### src/rtl/fdc_bridge_pkg.sv
// Shared types and helpers for the FDC image bridge.
// States, sector size and the sector-to-byte-address mapping.
package fdc_bridge_pkg;

    typedef enum logic [2:0] {
        IDLE,
        ACK,
        RD_REQ,
        RD_PUT,
        WR_ADDR,
        WR_REQ,
        DONE
    } state_t;

    localparam int SECTOR_BYTES = 512;

    // Wide result; the caller truncates to its memory address width.
    function automatic logic [40:0] sector_addr(input logic [40:0] base, input logic [31:0] lba);
        return base + {lba, 9'd0};
    endfunction

endpackage

### src/rtl/fdc_img_bridge.sv
// Sector server for the u765 FDC SD-style block port, backed by a byte-wide image memory.
// Define FDC_BRIDGE_WP_EN to make writes to a write-protected drive behave as out of range.
module fdc_img_bridge
    import fdc_bridge_pkg::*;
#(
    parameter int                ADDR_W    = 24,
    parameter logic [ADDR_W-1:0] IMG0_BASE = 'h000000,
    parameter logic [ADDR_W-1:0] IMG1_BASE = 'h400000
) (
    input  logic              clk_sys,
    input  logic              reset_n,
    input  logic [1:0]        img_mounted,
    input  logic              img_wp,
    input  logic [31:0]       img_size,
    input  logic [31:0]       sd_lba,
    input  logic [1:0]        sd_rd,
    input  logic [1:0]        sd_wr,
    output logic              sd_ack,
    output logic [8:0]        sd_buff_addr,
    output logic [7:0]        sd_buff_dout,
    input  logic [7:0]        sd_buff_din,
    output logic              sd_buff_wr,
    output logic [ADDR_W-1:0] mem_addr,
    output logic              mem_rd,
    output logic              mem_wr,
    output logic [7:0]        mem_dout,
    input  logic [7:0]        mem_din,
    input  logic              mem_ack,
    output logic              err
);

    state_t            state, state_nx;
    logic [31:0]       size_lat [0:1];
    logic              wp_lat   [0:1];
    logic              cur_drive;
    logic              cur_wr;
    logic              cur_bad;
    logic [8:0]        idx;
    logic [ADDR_W-1:0] addr_q;
    logic [7:0]        data_q;
    logic              wr_cap;
    logic              err_q;

    logic              req_hit;
    logic              req_drive;
    logic              req_wr;
    logic              req_bad;
    logic              range_ok;
    logic [40:0]       end_off;
    logic [40:0]       req_base;
    logic [40:0]       req_addr_wide;
    logic              served_bit;
    logic              last_byte;

    // Fixed priority: rd0, wr0, rd1, wr1.
    always_comb begin
        req_hit   = 1'b1;
        req_drive = 1'b0;
        req_wr    = 1'b0;
        if (sd_rd[0]) begin
            req_drive = 1'b0;
        end else if (sd_wr[0]) begin
            req_wr = 1'b1;
        end else if (sd_rd[1]) begin
            req_drive = 1'b1;
        end else if (sd_wr[1]) begin
            req_drive = 1'b1;
            req_wr    = 1'b1;
        end else begin
            req_hit = 1'b0;
        end
    end

    assign end_off       = {sd_lba, 9'd0} + 41'(SECTOR_BYTES);
    assign range_ok      = end_off <= {9'd0, size_lat[req_drive]};
    assign req_base      = req_drive ? 41'(IMG1_BASE) : 41'(IMG0_BASE);
    assign req_addr_wide = sector_addr(req_base, sd_lba);

`ifdef FDC_BRIDGE_WP_EN
    assign req_bad = !range_ok || (req_wr && wp_lat[req_drive]);
`else
    assign req_bad = !range_ok;
    logic unused_wp;
    assign unused_wp = wp_lat[0] ^ wp_lat[1];
`endif

    assign served_bit = cur_wr ? sd_wr[cur_drive] : sd_rd[cur_drive];
    assign last_byte  = idx == 9'(SECTOR_BYTES - 1);

    always_ff @(posedge clk_sys or negedge reset_n) begin
        if (!reset_n) state <= IDLE;
        else          state <= state_nx;
    end

    always_comb begin
        state_nx   = state;
        sd_ack     = 1'b0;
        mem_rd     = 1'b0;
        mem_wr     = 1'b0;
        sd_buff_wr = 1'b0;
        case (state)
            IDLE: begin
                if (req_hit) state_nx = ACK;
            end
            ACK: begin
                sd_ack   = 1'b1;
                state_nx = cur_wr ? WR_ADDR : RD_REQ;
            end
            RD_REQ: begin
                sd_ack = 1'b1;
                mem_rd = !cur_bad;
                if (cur_bad || mem_ack) state_nx = RD_PUT;
            end
            RD_PUT: begin
                sd_ack     = 1'b1;
                sd_buff_wr = 1'b1;
                state_nx   = last_byte ? DONE : RD_REQ;
            end
            WR_ADDR: begin
                sd_ack   = 1'b1;
                state_nx = WR_REQ;
            end
            WR_REQ: begin
                sd_ack = 1'b1;
                mem_wr = !cur_bad;
                if (cur_bad || mem_ack) state_nx = last_byte ? DONE : WR_ADDR;
            end
            DONE: begin
                // Wait for the FDC to drop the request so it is not served twice.
                if (!served_bit) state_nx = IDLE;
            end
            default: state_nx = IDLE;
        endcase
    end

    always_ff @(posedge clk_sys or negedge reset_n) begin
        if (!reset_n) begin
            for (int i = 0; i < 2; i++) begin
                size_lat[i] <= '0;
                wp_lat[i]   <= 1'b0;
            end
            cur_drive <= 1'b0;
            cur_wr    <= 1'b0;
            cur_bad   <= 1'b0;
            idx       <= '0;
            addr_q    <= '0;
            data_q    <= '0;
            wr_cap    <= 1'b0;
            err_q     <= 1'b0;
        end else begin
            for (int i = 0; i < 2; i++) begin
                if (img_mounted[i]) begin
                    size_lat[i] <= img_size;
                    wp_lat[i]   <= img_wp;
                end
            end
            case (state)
                IDLE: begin
                    if (req_hit) begin
                        cur_drive <= req_drive;
                        cur_wr    <= req_wr;
                        cur_bad   <= req_bad;
                        err_q     <= req_bad;
                        addr_q    <= req_addr_wide[ADDR_W-1:0];
                        idx       <= '0;
                    end
                end
                ACK: idx <= '0;
                RD_REQ: begin
                    if (cur_bad)      data_q <= 8'h00;
                    else if (mem_ack) data_q <= mem_din;
                end
                RD_PUT: begin
                    idx    <= idx + 9'd1;
                    addr_q <= addr_q + 1'b1;
                end
                WR_ADDR: wr_cap <= 1'b1;
                WR_REQ: begin
                    // Buffer data arrives one cycle after the address; hold it for slow acks.
                    wr_cap <= 1'b0;
                    if (wr_cap) data_q <= sd_buff_din;
                    if (cur_bad || mem_ack) begin
                        idx    <= idx + 9'd1;
                        addr_q <= addr_q + 1'b1;
                    end
                end
                default: ;
            endcase
        end
    end

    assign sd_buff_addr = idx;
    assign sd_buff_dout = data_q;
    assign mem_addr     = addr_q;
    assign mem_dout     = wr_cap ? sd_buff_din : data_q;
    assign err          = err_q;

endmodule

### config.mk
export PLATFORM = sky130hd
export DESIGN_NAME = fdc_img_bridge
export DESIGN_NICKNAME = d
export VERILOG_FILES = /design/src/rtl/fdc_bridge_pkg.sv /design/src/rtl/fdc_img_bridge.sv
export SDC_FILE = /design/constraint.sdc
export NUM_CORES = 1
export LEC_CHECK = 0
export CORE_MARGIN = 8
export CORE_UTILIZATION = 53
export CTS_BUF_LIST = sky130_fd_sc_hd__clkbuf_4
export CTS_CLUSTER_DIAMETER = 40
export DETAILED_ROUTE_END_ITERATION = 12
export GPL_ROUTABILITY_DRIVEN = 0
export GPL_TIMING_DRIVEN = 0
export PLACE_DENSITY_LB_ADDON = 0.3
export SKIP_LAST_GASP = 1
export SLEW_MARGIN = 10
export SYNTH_ARGS = -nofsm -noshare
export SYNTH_HDL_FRONTEND = slang
export SYNTH_SLANG_ARGS = --single-unit
### constraint.sdc
create_clock -name clk_sys -period 2.35 [get_ports clk_sys]
set_clock_uncertainty 0.15 [all_clocks]
set_input_delay 0.5875 -clock clk_sys [delete_from_list [all_inputs] [get_ports clk_sys]]
set_output_delay 0.5875 -clock clk_sys [all_outputs]
set_load 0.02 [all_outputs]
### Yosys cells after proc, flatten, opt, wreduce, memory -nomap -nowiden

Cells that the tools add are included.

* flip-flop bits (word level): 112
* bits of input ports: 90
* output and inout port bits: 54
* logic and storage cells: 85

* add/sub/neg operators: 4
* $lt $le $gt $ge: 3
* equality and inequality tests: 12
* multiplexer cells: 41
* bitwise gates (word level): 1
* reductions and logical operators: 14

Operator list (number)
* $mux 32: 3
* $pmux 24 s3: 1
* $mux 24: 2
* $add 41x10->41 const B: 1
* $le 41x32->1: 1
* $pmux 9 s4: 1
* $add 23x24->24: 1
* $add 24x1->24 const B: 1
* $mux 8: 3
* $mux 23: 1
* $pmux 3 s7: 1
* $mux 1: 18
* $mux 3: 6
* $mux 9: 2
* $pmux 8 s2: 1
* $add 9x1->9 const B: 1
* $eq 3x3->1 const B: 3
* $eq 9x9->1 const B: 1
* $ne 2x2->1 const B: 4
* $eq 3x2->1 const B: 2
* $reduce_and 3->1: 2
* $reduce_or 5->1: 1
* $reduce_and 2->1: 2
* $reduce_and 4->1: 1
* other kinds (13): 15

### Longest topological paths before layout

* depth after elaboration: 10
* mapped depth: 13
* depth with buffers taken out: 13

### Worst setup path after synthesis

No wires, ideal clock.

* path type: in2reg
* start: input sd_lba[0]
* end: register err_q, in the netlist err
* setup time: 131 ps
* arrival: 3009 ps
* required time: 2069 ps
* slack: -940 ps
* stages on the path: 12
* path buffers: 0
* cell sequence: ha_1 > nand4_1 > nor4_4 > nor2b_1 > and3_1 > xor2_1 > ha_1 > nor2b_1 > a2111oi_0 > nand3_1 > o21ai_0 > a31oi_1

* longest elaborated chain between the ends: 3

Ends and longest elaborated chain
* start, declared: line fdc_img_bridge.sv:15 `input logic [31:0] sd_lba,`
* $add 41x10->41: line fdc_img_bridge.sv:74 `assign end_off = {sd_lba, 9'd0} + 41'(SECTOR_BYTES);`
* $le 41x32->1: line fdc_img_bridge.sv:75 `assign range_ok = end_off <= {9'd0, size_lat[req_drive]};`
* $logic_not 1->1: line fdc_img_bridge.sv:82 `assign req_bad = !range_ok;`
* end signal, assigned: line fdc_img_bridge.sv:163 `err_q <= req_bad;`
* end, declared: line fdc_img_bridge.sv:42 `logic err_q;`

No other way between the ends.
A chain may end at the register's enable or synchronous reset.

### Worst setup path after layout

* start: input sd_lba[8]
* end: register err_q, in the netlist err

Same word-level chain as after synthesis.

==> flow_metrics.env <==
export IMPL_ant_nets=0
export IMPL_top_layer="met4"
export IMPL_remaining_drc_errors=0
export IMPL_worstPathArrival_ns=3.08
export IMPL_start_kind="input pin"
export IMPL_maxSlewViolCount=0
export IMPL_maxCapViolCount=0
export IMPL_wl_met3_mm=1.148
export IMPL_setup_ws_ns=-0.4841
export IMPL_syn_inst=645
export IMPL_min_path_type="in -> reg"
export IMPL_synth_top_cell_area_share_pct=42.66
export IMPL_violations="negative setup slack"
export IMPL_syn2layout_area_growth_pct=33.48
export IMPL_syn_nets=763
export IMPL_start_util_pct=54.47
export IMPL_grt_use_total_pct=23.14
export IMPL_wl_mm=19.20
export IMPL_grt_pass1_wl_mm=30.33
export IMPL_fillCellCount=860
export IMPL_yosys_area_top_type="dfrtp_1"
export IMPL_drtIter0Drc=390
export IMPL_leakage_nw=4.003
export IMPL_clk_path_buf_depth=2
export IMPL_powerDensity_nw_per_um2=767.0
export IMPL_io_pins=144
export IMPL_synth_edf_count=0
export IMPL_yosys_warnings=0
export IMPL_portBuffers=139
export IMPL_path_class="in -> reg"
export IMPL_cts_root_buf="clkbuf_4"
export IMPL_placedCellCount=953
export IMPL_power_total_w=0.006726
export IMPL_netlist_area_um2=6570
export IMPL_synth_ff_type="dfrtp_1"
export IMPL_netlist_top_cells_area="dfrtp_1 (43%), mux2_2 (12%), ha_1 (5.3%)"
export IMPL_fin_cells=1005
export IMPL_max_freq_ghz=0.3528
export IMPL_drive_gt1_share_pct=24.46
export IMPL_grt_max_degree=76
export IMPL_required_ns=2.59
export IMPL_synth_distinct_cells=61
export IMPL_final_area_um2=8770
export IMPL_hold_violations=0
export IMPL_cts_tree="done"
export IMPL_synth_common_cells="dfrtp_1 (112), mux2_2 (72), nand2_1 (64), nor2_1 (45), o21ai_0 (32)"
export IMPL_final_nets=947
export IMPL_tns_ns=-0.6627
export IMPL_cts_made_buffers=9
export IMPL_timing_final_crit_share_pct=120.6
export IMPL_drt_pass1_iterations=7
export IMPL_synthMostInstantiatedCell="dfrtp_1"
export IMPL_status="finished with violations"
export IMPL_avgRoutedWirePerCell_um=19.11
export IMPL_dpl_worst_slack_ns=-2.023
export IMPL_die_w_um=127.3
export IMPL_num_vias=5919
export IMPL_antenna_found_initial=3
export IMPL_die_h_um=127.3
export IMPL_clk_pin_slew_ns=0.18
export IMPL_dieArea_um2=16220
export IMPL_min_period_ns=2.834
export IMPL_setup_viol=2
export IMPL_ys_seq_elements=112
export IMPL_grt_setup_unrepaired="true"
export IMPL_grt_pass1_vias=6107
export IMPL_cts_max_level=3
export IMPL_overflow=0
export IMPL_clock_latency_ns=0.49
export IMPL_ir_drop_uv=349.2
export IMPL_ys_seq_area_share_pct=42.66
export IMPL_std_cell_rows=40
export IMPL_dp_hpwl_mm=13.76
export IMPL_setup_worst_path_end_class="flop"
export IMPL_syn_avg_cell_area_um2=10.19
export IMPL_core_um2=12060
export IMPL_tightest_slew_ns=0.6768
export IMPL_wl_met1_mm=7.856
export IMPL_wl_met2_mm=9.713
export IMPL_place_area_um2=8222
export IMPL_ys_async_sr_fraction_pct=100.0
export IMPL_via_per_inst=5.890
export IMPL_max_slew_margin_pct=54.88
export IMPL_cp_max_fo=5
export IMPL_clock_sinks=112
==> repair_timing <==
item	in CTS	in global routing
endpoints found under the setup margin	51	25
setup buffers	26	6
hold endpoints to repair	37	0
resized for setup	164	48
hold buffers	1	0
pin swaps	27	17
cloned	2	0
==> through the flow <==
stage / util (%) / hold WS [ns]
floorplan: - / 0.1419
global placement: 67.93 / 0.3388
detailed placement: 68.16 / 0.3445
CTS: 72.14 / 0.1828
global route: 72.71 / 0.1820
finish: 72.71 / 0.1957
==> worst max-delay path, stage by stage <==
cell and delay [ns]:
buf_8 0.08, nand4_1 0.12, buf_4 0.16, nor4_4 0.37, buf_4 0.17, nor2b_4 0.14, and3_4 0.18, xor2_1 0.14
ha_1 0.27, nor2b_4 0.14, a2111oi_4 0.32, nand3_2 0.12, o21ai_2 0.17, a31oi_1 0.09
==> path summary, 6_finish.rpt <==
check / from / end / slack [ns] / cells past startpoint
min in group asynchronous: reset_n / sd_buff_addr[2]$_DFFE_PN0P_ / 0.39 / 2
min reg2reg: size_lat[17]$_DFFE_PN0P_ / size_lat[17]$_DFFE_PN0P_ / 0.38 / 1
max: sd_lba[8] / err$_DFFE_PN0P_ / -0.48 / 14
max reg2reg: err$_DFFE_PN0P_ / mem_addr[8]$_DFFE_PN0P_ / 0.08 / 6
max in group asynchronous: reset_n / size_lat[54]$_DFFE_PN0P_ / 0.98 / 3
min: sd_lba[2] / mem_addr[11]$_DFFE_PN0P_ / 0.20 / 3
==> state kept, by name, summed over array words and instances (netlist names) <==
name and count:
cur_drive 1, mem_addr 24, wr_cap 1, sd_buff_dout 8, err 1, cur_wr 1, state 3, size_lat 64
sd_buff_addr 9
==> final cells by class <==
class                           instances  area [um^2]  area share [%]
Timing Repair Buffer                  175         1658           18.90
Antenna cell                            3        7.507         0.08560
Inverter                               11        46.29          0.5279
Buffer                                 24        141.4           1.612
Multi-Input combinational cell        496         3771           43.00
Clock inverter                          7        56.30          0.6420
Sequential cell                       112         2811           32.06
Clock buffer                            9        67.56          0.7704
Tap cell                              168        210.2           2.397
==> cells by family after synthesis <==
family	count (synthesis)	share of synthesized area (%)
AND/OR/NAND/NOR	225	18.03
AO/OA/AOI/OAI	114	10.87
flip-flops	112	42.66
multiplexers	101	16.95
buffers and inverters	37	2.419
XOR/XNOR	28	3.733
adder cells (fa/ha/maj)	28	5.332
==> report_power, final <==
group / total [W] / switching, W / internal [W]
combinational: 0.00317 / 0.00183 / 0.00134
sequential: 0.00263 / 0.000365 / 0.00227
clock: 0.000921 / 0.000692 / 0.000229
total: 0.00673 / 0.00289 / 0.00384
==> cell usage in the layout (no fill, tap or decap), types with 12 or more instances in the layout <==
cell             netlist  final
clkdlybuf4s50_1        0     82
o21ai_0               32     31
dlymetal6s2s_1         0     12
mux2i_1               28     27
dlygate4sd2_1          0     17
a21oi_1               28     26
dfrtp_1              112    105
nand2_1               64     63
buf_4                  0     34
nand3_1               30     26
nand4_1               19     19
ha_1                  28     27
buf_2                  4     19
mux2_2                72     72
and3_1                14     13
xnor2_1               17     17
nor2_1                45     40
==> layer usage <==
metal,GRT usage (%),vias up
met1,27.86,2902
li1,-,2743
met5,0,-
met3,4.368,42
met2,39.60,232
met4,10.08,0
Power figures use the tool's default switching activity.
